### config.mk
export PLATFORM = sky130hd
export DESIGN_NAME = dmem_arbiter_flat
export DESIGN_NICKNAME = d
export VERILOG_FILES = /design/src/rtl/dmem_arbiter_if.sv /design/src/rtl/dmem_arbiter.sv /design/src/flat_wrapper.sv
export SDC_FILE = /design/constraint.sdc
export NUM_CORES = 1
export LEC_CHECK = 0
export CAP_MARGIN = 10
export CORE_AREA = 2 2 108 110
export DETAILED_ROUTE_END_ITERATION = 10
export DIE_AREA = 0 0 110 112
export GPL_TIMING_DRIVEN = 0
export SLEW_MARGIN = 20
export SYNTH_ARGS = -nofsm -noshare
export SYNTH_HDL_FRONTEND = slang
export SYNTH_SLANG_ARGS = --single-unit
### constraint.sdc
create_clock -name clk -period 2.75 [get_ports clk]
set_input_delay 0.4125 -clock clk [delete_from_list [all_inputs] [get_ports clk]]
set_output_delay 0.4125 -clock clk [all_outputs]
set_load 0.02 [all_outputs]
### src/rtl/dmem_arbiter_if.sv
// Bundle of the two requester ports and the block RAM port seen by dmem_arbiter.
// slave: arbiter side. master: requester/RAM side (testbench or SoC glue).
interface dmem_arbiter_if #(
    parameter int unsigned ADDR_W = 14,
    parameter int unsigned DATA_W = 32
);
    // Port A (core MEM stage)
    logic              a_req;
    logic              a_we;
    logic [31:0]       a_addr;
    logic [DATA_W-1:0] a_wdata;
    logic              a_gnt;
    logic              a_rvalid;
    logic [DATA_W-1:0] a_rdata;

    // Port B (loader / IO master)
    logic              b_req;
    logic              b_we;
    logic [31:0]       b_addr;
    logic [DATA_W-1:0] b_wdata;
    logic              b_gnt;
    logic              b_rvalid;
    logic [DATA_W-1:0] b_rdata;

    // Block RAM port
    logic              ram_en;
    logic              ram_we;
    logic [ADDR_W-1:0] ram_addr;
    logic [DATA_W-1:0] ram_di;
    logic [DATA_W-1:0] ram_dout;

    modport slave (
        input  a_req, a_we, a_addr, a_wdata,
        output a_gnt, a_rvalid, a_rdata,
        input  b_req, b_we, b_addr, b_wdata,
        output b_gnt, b_rvalid, b_rdata,
        output ram_en, ram_we, ram_addr, ram_di,
        input  ram_dout
    );

    modport master (
        output a_req, a_we, a_addr, a_wdata,
        input  a_gnt, a_rvalid, a_rdata,
        output b_req, b_we, b_addr, b_wdata,
        input  b_gnt, b_rvalid, b_rdata,
        input  ram_en, ram_we, ram_addr, ram_di,
        output ram_dout
    );
endinterface

### src/rtl/dmem_arbiter.sv
// Data-memory arbiter: shares one single-port block RAM between port A (core)
// and port B (loader/IO). One access per cycle, read data returned to the
// owner one cycle after the grant. A has priority; with MEM_ARB_FAIR_EN
// defined, B is forced through after STARVE_LIMIT consecutive denied cycles.
module dmem_arbiter #(
    parameter int unsigned ADDR_W = 14,
    parameter int unsigned DATA_W = 32
`ifdef MEM_ARB_FAIR_EN
    ,
    parameter int unsigned STARVE_LIMIT = 8
`endif
) (
    input  logic            clk,
    input  logic            rst,
    dmem_arbiter_if.slave   bus
);
    typedef enum logic [1:0] {
        OWN_NONE = 2'd0,
        OWN_A    = 2'd1,
        OWN_B    = 2'd2
    } owner_e;

    owner_e r_rd_owner;
    owner_e w_rd_owner_nxt;
    logic   w_sel_a;
    logic   w_sel_b;
    logic   w_force_b;

    // Byte-offset and wrap bits of the requester addresses are intentionally dropped
    logic   w_unused;
    assign w_unused = ^{bus.a_addr[31:ADDR_W+2], bus.a_addr[1:0],
                        bus.b_addr[31:ADDR_W+2], bus.b_addr[1:0]};

`ifdef MEM_ARB_FAIR_EN
    localparam int unsigned CNT_W = $clog2(STARVE_LIMIT + 1);
    logic [CNT_W-1:0] r_starve_cnt;

    // Count consecutive cycles B waits while requesting; saturate at the limit
    always_ff @(posedge clk) begin
        if (rst) begin
            r_starve_cnt <= '0;
        end else if (bus.b_req && !w_sel_b) begin
            if (r_starve_cnt != CNT_W'(STARVE_LIMIT)) begin
                r_starve_cnt <= r_starve_cnt + CNT_W'(1);
            end
        end else begin
            r_starve_cnt <= '0;
        end
    end

    assign w_force_b = (r_starve_cnt == CNT_W'(STARVE_LIMIT));
`else
    assign w_force_b = 1'b0;
`endif

    // Read-return owner register: remembers who gets ram_dout next cycle
    always_ff @(posedge clk) begin
        if (rst) begin
            r_rd_owner <= OWN_NONE;
        end else begin
            r_rd_owner <= w_rd_owner_nxt;
        end
    end

    // Same-cycle arbitration, RAM port mux and next read owner
    always_comb begin
        w_sel_a        = 1'b0;
        w_sel_b        = 1'b0;
        w_rd_owner_nxt = OWN_NONE;
        bus.ram_en     = 1'b0;
        bus.ram_we     = 1'b0;
        bus.ram_addr   = '0;
        bus.ram_di     = '0;

        if (!rst) begin
            w_sel_b      = bus.b_req && (!bus.a_req || w_force_b);
            w_sel_a      = bus.a_req && !w_sel_b;
            bus.ram_en   = w_sel_a || w_sel_b;
            bus.ram_addr = bus.a_addr[ADDR_W+1:2];
            bus.ram_di   = bus.a_wdata;
            if (w_sel_b) begin
                bus.ram_we   = bus.b_we;
                bus.ram_addr = bus.b_addr[ADDR_W+1:2];
                bus.ram_di   = bus.b_wdata;
                if (!bus.b_we) begin
                    w_rd_owner_nxt = OWN_B;
                end
            end else if (w_sel_a) begin
                bus.ram_we = bus.a_we;
                if (!bus.a_we) begin
                    w_rd_owner_nxt = OWN_A;
                end
            end
        end
    end

    assign bus.a_gnt    = w_sel_a;
    assign bus.b_gnt    = w_sel_b;
    assign bus.a_rvalid = (r_rd_owner == OWN_A);
    assign bus.b_rvalid = (r_rd_owner == OWN_B);
    assign bus.a_rdata  = bus.a_rvalid ? bus.ram_dout : '0;
    assign bus.b_rdata  = bus.b_rvalid ? bus.ram_dout : '0;
endmodule
### src/flat_wrapper.sv
// flat-port wrapper written by rule: the top's interface ports become plain ports
module dmem_arbiter_flat 
#(
    parameter int unsigned ADDR_W = 14,
    parameter int unsigned DATA_W = 32

)
  (clk, rst, bus_a_req, bus_a_we, bus_a_addr, bus_a_wdata, bus_a_gnt, bus_a_rvalid, bus_a_rdata, bus_b_req, bus_b_we, bus_b_addr, bus_b_wdata, bus_b_gnt, bus_b_rvalid, bus_b_rdata, bus_ram_en, bus_ram_we, bus_ram_addr, bus_ram_di, bus_ram_dout);
  dmem_arbiter_if #(.ADDR_W(ADDR_W), .DATA_W(DATA_W)) bus_i ();
  input  logic clk;
  input  logic rst;
  input wire logic [$bits(bus_i.a_req)-1:0] bus_a_req;
  input wire logic [$bits(bus_i.a_we)-1:0] bus_a_we;
  input wire logic [$bits(bus_i.a_addr)-1:0] bus_a_addr;
  input wire logic [$bits(bus_i.a_wdata)-1:0] bus_a_wdata;
  output wire logic [$bits(bus_i.a_gnt)-1:0] bus_a_gnt;
  output wire logic [$bits(bus_i.a_rvalid)-1:0] bus_a_rvalid;
  output wire logic [$bits(bus_i.a_rdata)-1:0] bus_a_rdata;
  input wire logic [$bits(bus_i.b_req)-1:0] bus_b_req;
  input wire logic [$bits(bus_i.b_we)-1:0] bus_b_we;
  input wire logic [$bits(bus_i.b_addr)-1:0] bus_b_addr;
  input wire logic [$bits(bus_i.b_wdata)-1:0] bus_b_wdata;
  output wire logic [$bits(bus_i.b_gnt)-1:0] bus_b_gnt;
  output wire logic [$bits(bus_i.b_rvalid)-1:0] bus_b_rvalid;
  output wire logic [$bits(bus_i.b_rdata)-1:0] bus_b_rdata;
  output wire logic [$bits(bus_i.ram_en)-1:0] bus_ram_en;
  output wire logic [$bits(bus_i.ram_we)-1:0] bus_ram_we;
  output wire logic [$bits(bus_i.ram_addr)-1:0] bus_ram_addr;
  output wire logic [$bits(bus_i.ram_di)-1:0] bus_ram_di;
  input wire logic [$bits(bus_i.ram_dout)-1:0] bus_ram_dout;
  assign bus_i.a_req = bus_a_req;
  assign bus_i.a_we = bus_a_we;
  assign bus_i.a_addr = bus_a_addr;
  assign bus_i.a_wdata = bus_a_wdata;
  assign bus_a_gnt = bus_i.a_gnt;
  assign bus_a_rvalid = bus_i.a_rvalid;
  assign bus_a_rdata = bus_i.a_rdata;
  assign bus_i.b_req = bus_b_req;
  assign bus_i.b_we = bus_b_we;
  assign bus_i.b_addr = bus_b_addr;
  assign bus_i.b_wdata = bus_b_wdata;
  assign bus_b_gnt = bus_i.b_gnt;
  assign bus_b_rvalid = bus_i.b_rvalid;
  assign bus_b_rdata = bus_i.b_rdata;
  assign bus_ram_en = bus_i.ram_en;
  assign bus_ram_we = bus_i.ram_we;
  assign bus_ram_addr = bus_i.ram_addr;
  assign bus_ram_di = bus_i.ram_di;
  assign bus_i.ram_dout = bus_ram_dout;
  dmem_arbiter #(.ADDR_W(ADDR_W), .DATA_W(DATA_W)) u_core (.clk(clk), .rst(rst), .bus(bus_i));
endmodule
==> results.yml <==
global_route:
  antenna_found_initial: 1
  overflow: 0
  grt_max_degree: 11
  grt_pass1_vias: 2876
  grtUsageTotal_pct: 15.6
  grt_pass1_wl_mm: 14.9
worst_setup_path:
  cp.arrival_ns: 2.25
  crit_path_start_kind: "input pin"
  crit_top_cell: "clkdlybuf4s50_1"
  path_cells: "clkdlybuf4s50_1 > nor2b_1 > buf_4 > buf_6 > o21ai_1 > clkdlybuf4s50_1"
  cpMaxStageDelayCell: "clkdlybuf4s50_1"
  crit_path_end_kind: "output port"
  max_stage_delay_ns: 0.64
  path_class: "input pin to output port"
  crit_fanout: 10
  cp.required_ns: 2.34
yosys:
  syn_nets: 413
  synth_seq_cells: 2
  synth_top_family_by_area: "simple AND/OR/NAND/NOR gates"
  ys.warnings.count: 0
  postSynthCellCount: 247
  yosysSeqAreaShare_pct: 2.30
  synthAdderAreaFrac_pct: 0
  synthesis.area_sq_um: 1740
  synth_top_area_share_pct: 29.7
  synth_ff_type: "dfxtp_1"
  synth_most_common_cell: "and2_1"
  synthXorXnorAreaFrac_pct: 0
  yosys.area.top_type: "nand4bb_1"
  synthTopCellsByCount: "and2_1, nand2b_1, nand4bb_1, o21ai_1, buf_2"
  muxShareOfSynthArea_pct: 0
  synth-compound-area-share_pct: 13.8
  synthTopCellsByArea: "nand4bb_1, and2_1, nand2b_1"
  synth_edf_count: 0
  synthSimpleGateAreaFrac_pct: 72.6
  syn_area_per_cell_sq_um: 7.06
  synthArstFlopShare_pct: 0
  yosysUniqueCellTypes: 15
floorplanning:
  die_w_microns: 110
  core-area_sq_um: 11200
  initial_core_util_pct: 15.6
  io_pins: 282
  dieArea_sq_um: 12300
  num_rows: 39
  die_h_microns: 112
timing:
  min_period_over_period_pct: 96.8
  hold_ws_ns: 0.551
  setup_viol: 0
  fmaxAchievable_ghz: 0.376
  drv_slew: 0
  worst_pin_slew_ns: 0.372
  hold_viol: 0
  period_minus_slack_ns: 2.66
  maxSlewHeadroom_pct: 75.1
power:
  p_seq_share_pct: 3.6
  p_leak_nw: 1.70
  p_int_uw: 576
  sw_frac_of_total_pct: 32.8
  power_density_nw_per_um2: 192
  pwr-share-comb_pct: 70.9
  clkPwrFrac_pct: 25.5
  power.switching_uw: 281
  peakVddDrop_uv: 169
job:
  cap_violations: 0
drt:
  postRouteAntennaNets: 0
  drc: 0
  routedWlPerCell_microns: 15.8
  firstDrtPassIters: 4
  drt-total-wl_mm: 10.1
  vias: 2779
  drt_iter0_drc: 64
  route.detailed.vias_per_inst: 4.36
placement:
  dp_hpwl_mm: 8.86
  io_buffers: 244
  place_congestion: 0.841
cts:
  cts_num_sinks: 2
  htreeDepth: 1
  cts_root_buffer: "clkbuf_16"
  cts_buffers: 3
  clk_pin_slew_ns: 0.03
  clockBufferDepth: 2
  cts_tree: "yes"
status:
  status: "finished, final reports clean"
final_layout:
  syn_to_final_growth_pct: 156
  final_layout_size_suffix_gt1_share_pct: 6.28
  seq_area_sq_um: 40.0
  largest_reg_flops: 2
  regMostFlops: "u_core.r_rd_owner"
  multi_input_comb_area_sq_um: 1510
  nNetsFinal: 662
  fill_cells: 1222
  finish.utilization_pct: 39.9
  reg_top3: "u_core.r_rd_owner (2)"
worst_hold_path:
  hold_class: "input pin to flop"
## cell type report
| class | count | area share (%) |
|---|---|---|
| multi-input combinational | 214 | 33.8 |
| sequential | 2 | 0.898 |
| antenna | 1 | 0.0561 |
| clock buffer | 3 | 1.68 |
| timing repair buffer | 244 | 55.1 |
| buffer | 31 | 4.46 |
| tap | 143 | 4.01 |
## cell families (layout without fill, tap and decap cells)
kind of cell	after synthesis	count (layout)
and+or+nand+nor	167	167
AOI/OAI and AO/OA	47	47
buffers and inverters	31	278
DFF	2	2
other	0	1
## metrics by stage
stage               setup TNS, ns  total power, mW  std cells  setup WS, ns  area (sq um)
global placement          -0.0703            0.643        634       -0.0552          4360
finish                          0            0.857        638        0.0869          4460
detailed placement         -0.166            0.646        634        -0.101          4360
CTS                             0            0.867        637        0.0336          4440
floorplan                       0            0.276        247          1.19          1740
global route              -0.0248            0.907        638      -0.00721          4460
## layout by cell type, fill, tap and decap left out
master,count
buf_8,1
nor2b_2,1
a32o_1,1
clkbuf_2,2
nand4bb_1,46
o21ai_1,46
dfxtp_1,2
nor2_1,4
clkbuf_1,4
dlymetal6s2s_1,7
nor2b_1,4
nor3_1,1
buf_2,16
and2_1,64
nand2b_1,47
clkdlybuf4s50_1,235
clkbuf_16,3
buf_6,5
buf_4,3
diode_2,1
dlygate4sd2_1,2
## worst paths after layout
check	cells past startpoint	endpoint	startpoint
max	6	bus_ram_di[13]	bus_b_req
min	3	u_core.r_rd_owner[1]$_SDFF_PN0_	rst
## layer usage
layer	up-vias	part of all wire [%]	track usage (%)
met4	0	2.6	4.73
li1	1353	-	-
met3	16	14	6.03
met5	-	0	0
met2	176	50	29.6
met1	1234	33	15.0
## power groups by stage
stage / sequential, mW / combinational [mW] / clock [mW]
after floorplan: 0.0309 / 0.246 / 0
after global placement: 0.0310 / 0.612 / 0
after detailed placement: 0.0310 / 0.615 / 0
after CTS: 0.0306 / 0.616 / 0.221
after global routing: 0.0308 / 0.652 / 0.225
final: 0.0306 / 0.608 / 0.218
## repair_timing
item	in CTS	in global routing
setup endpoints to repair	4	12
hold buffers	0	0
buffers inserted	0	0
pin swaps	0	0
resized for setup	2	11
## critical path, delay by kind of cell
family	cells	cell delay (ns)
buf+inv	4	1.47
compound gates	1	0.18
simple gates	1	0.17
(Power assumes the default switching activity.)
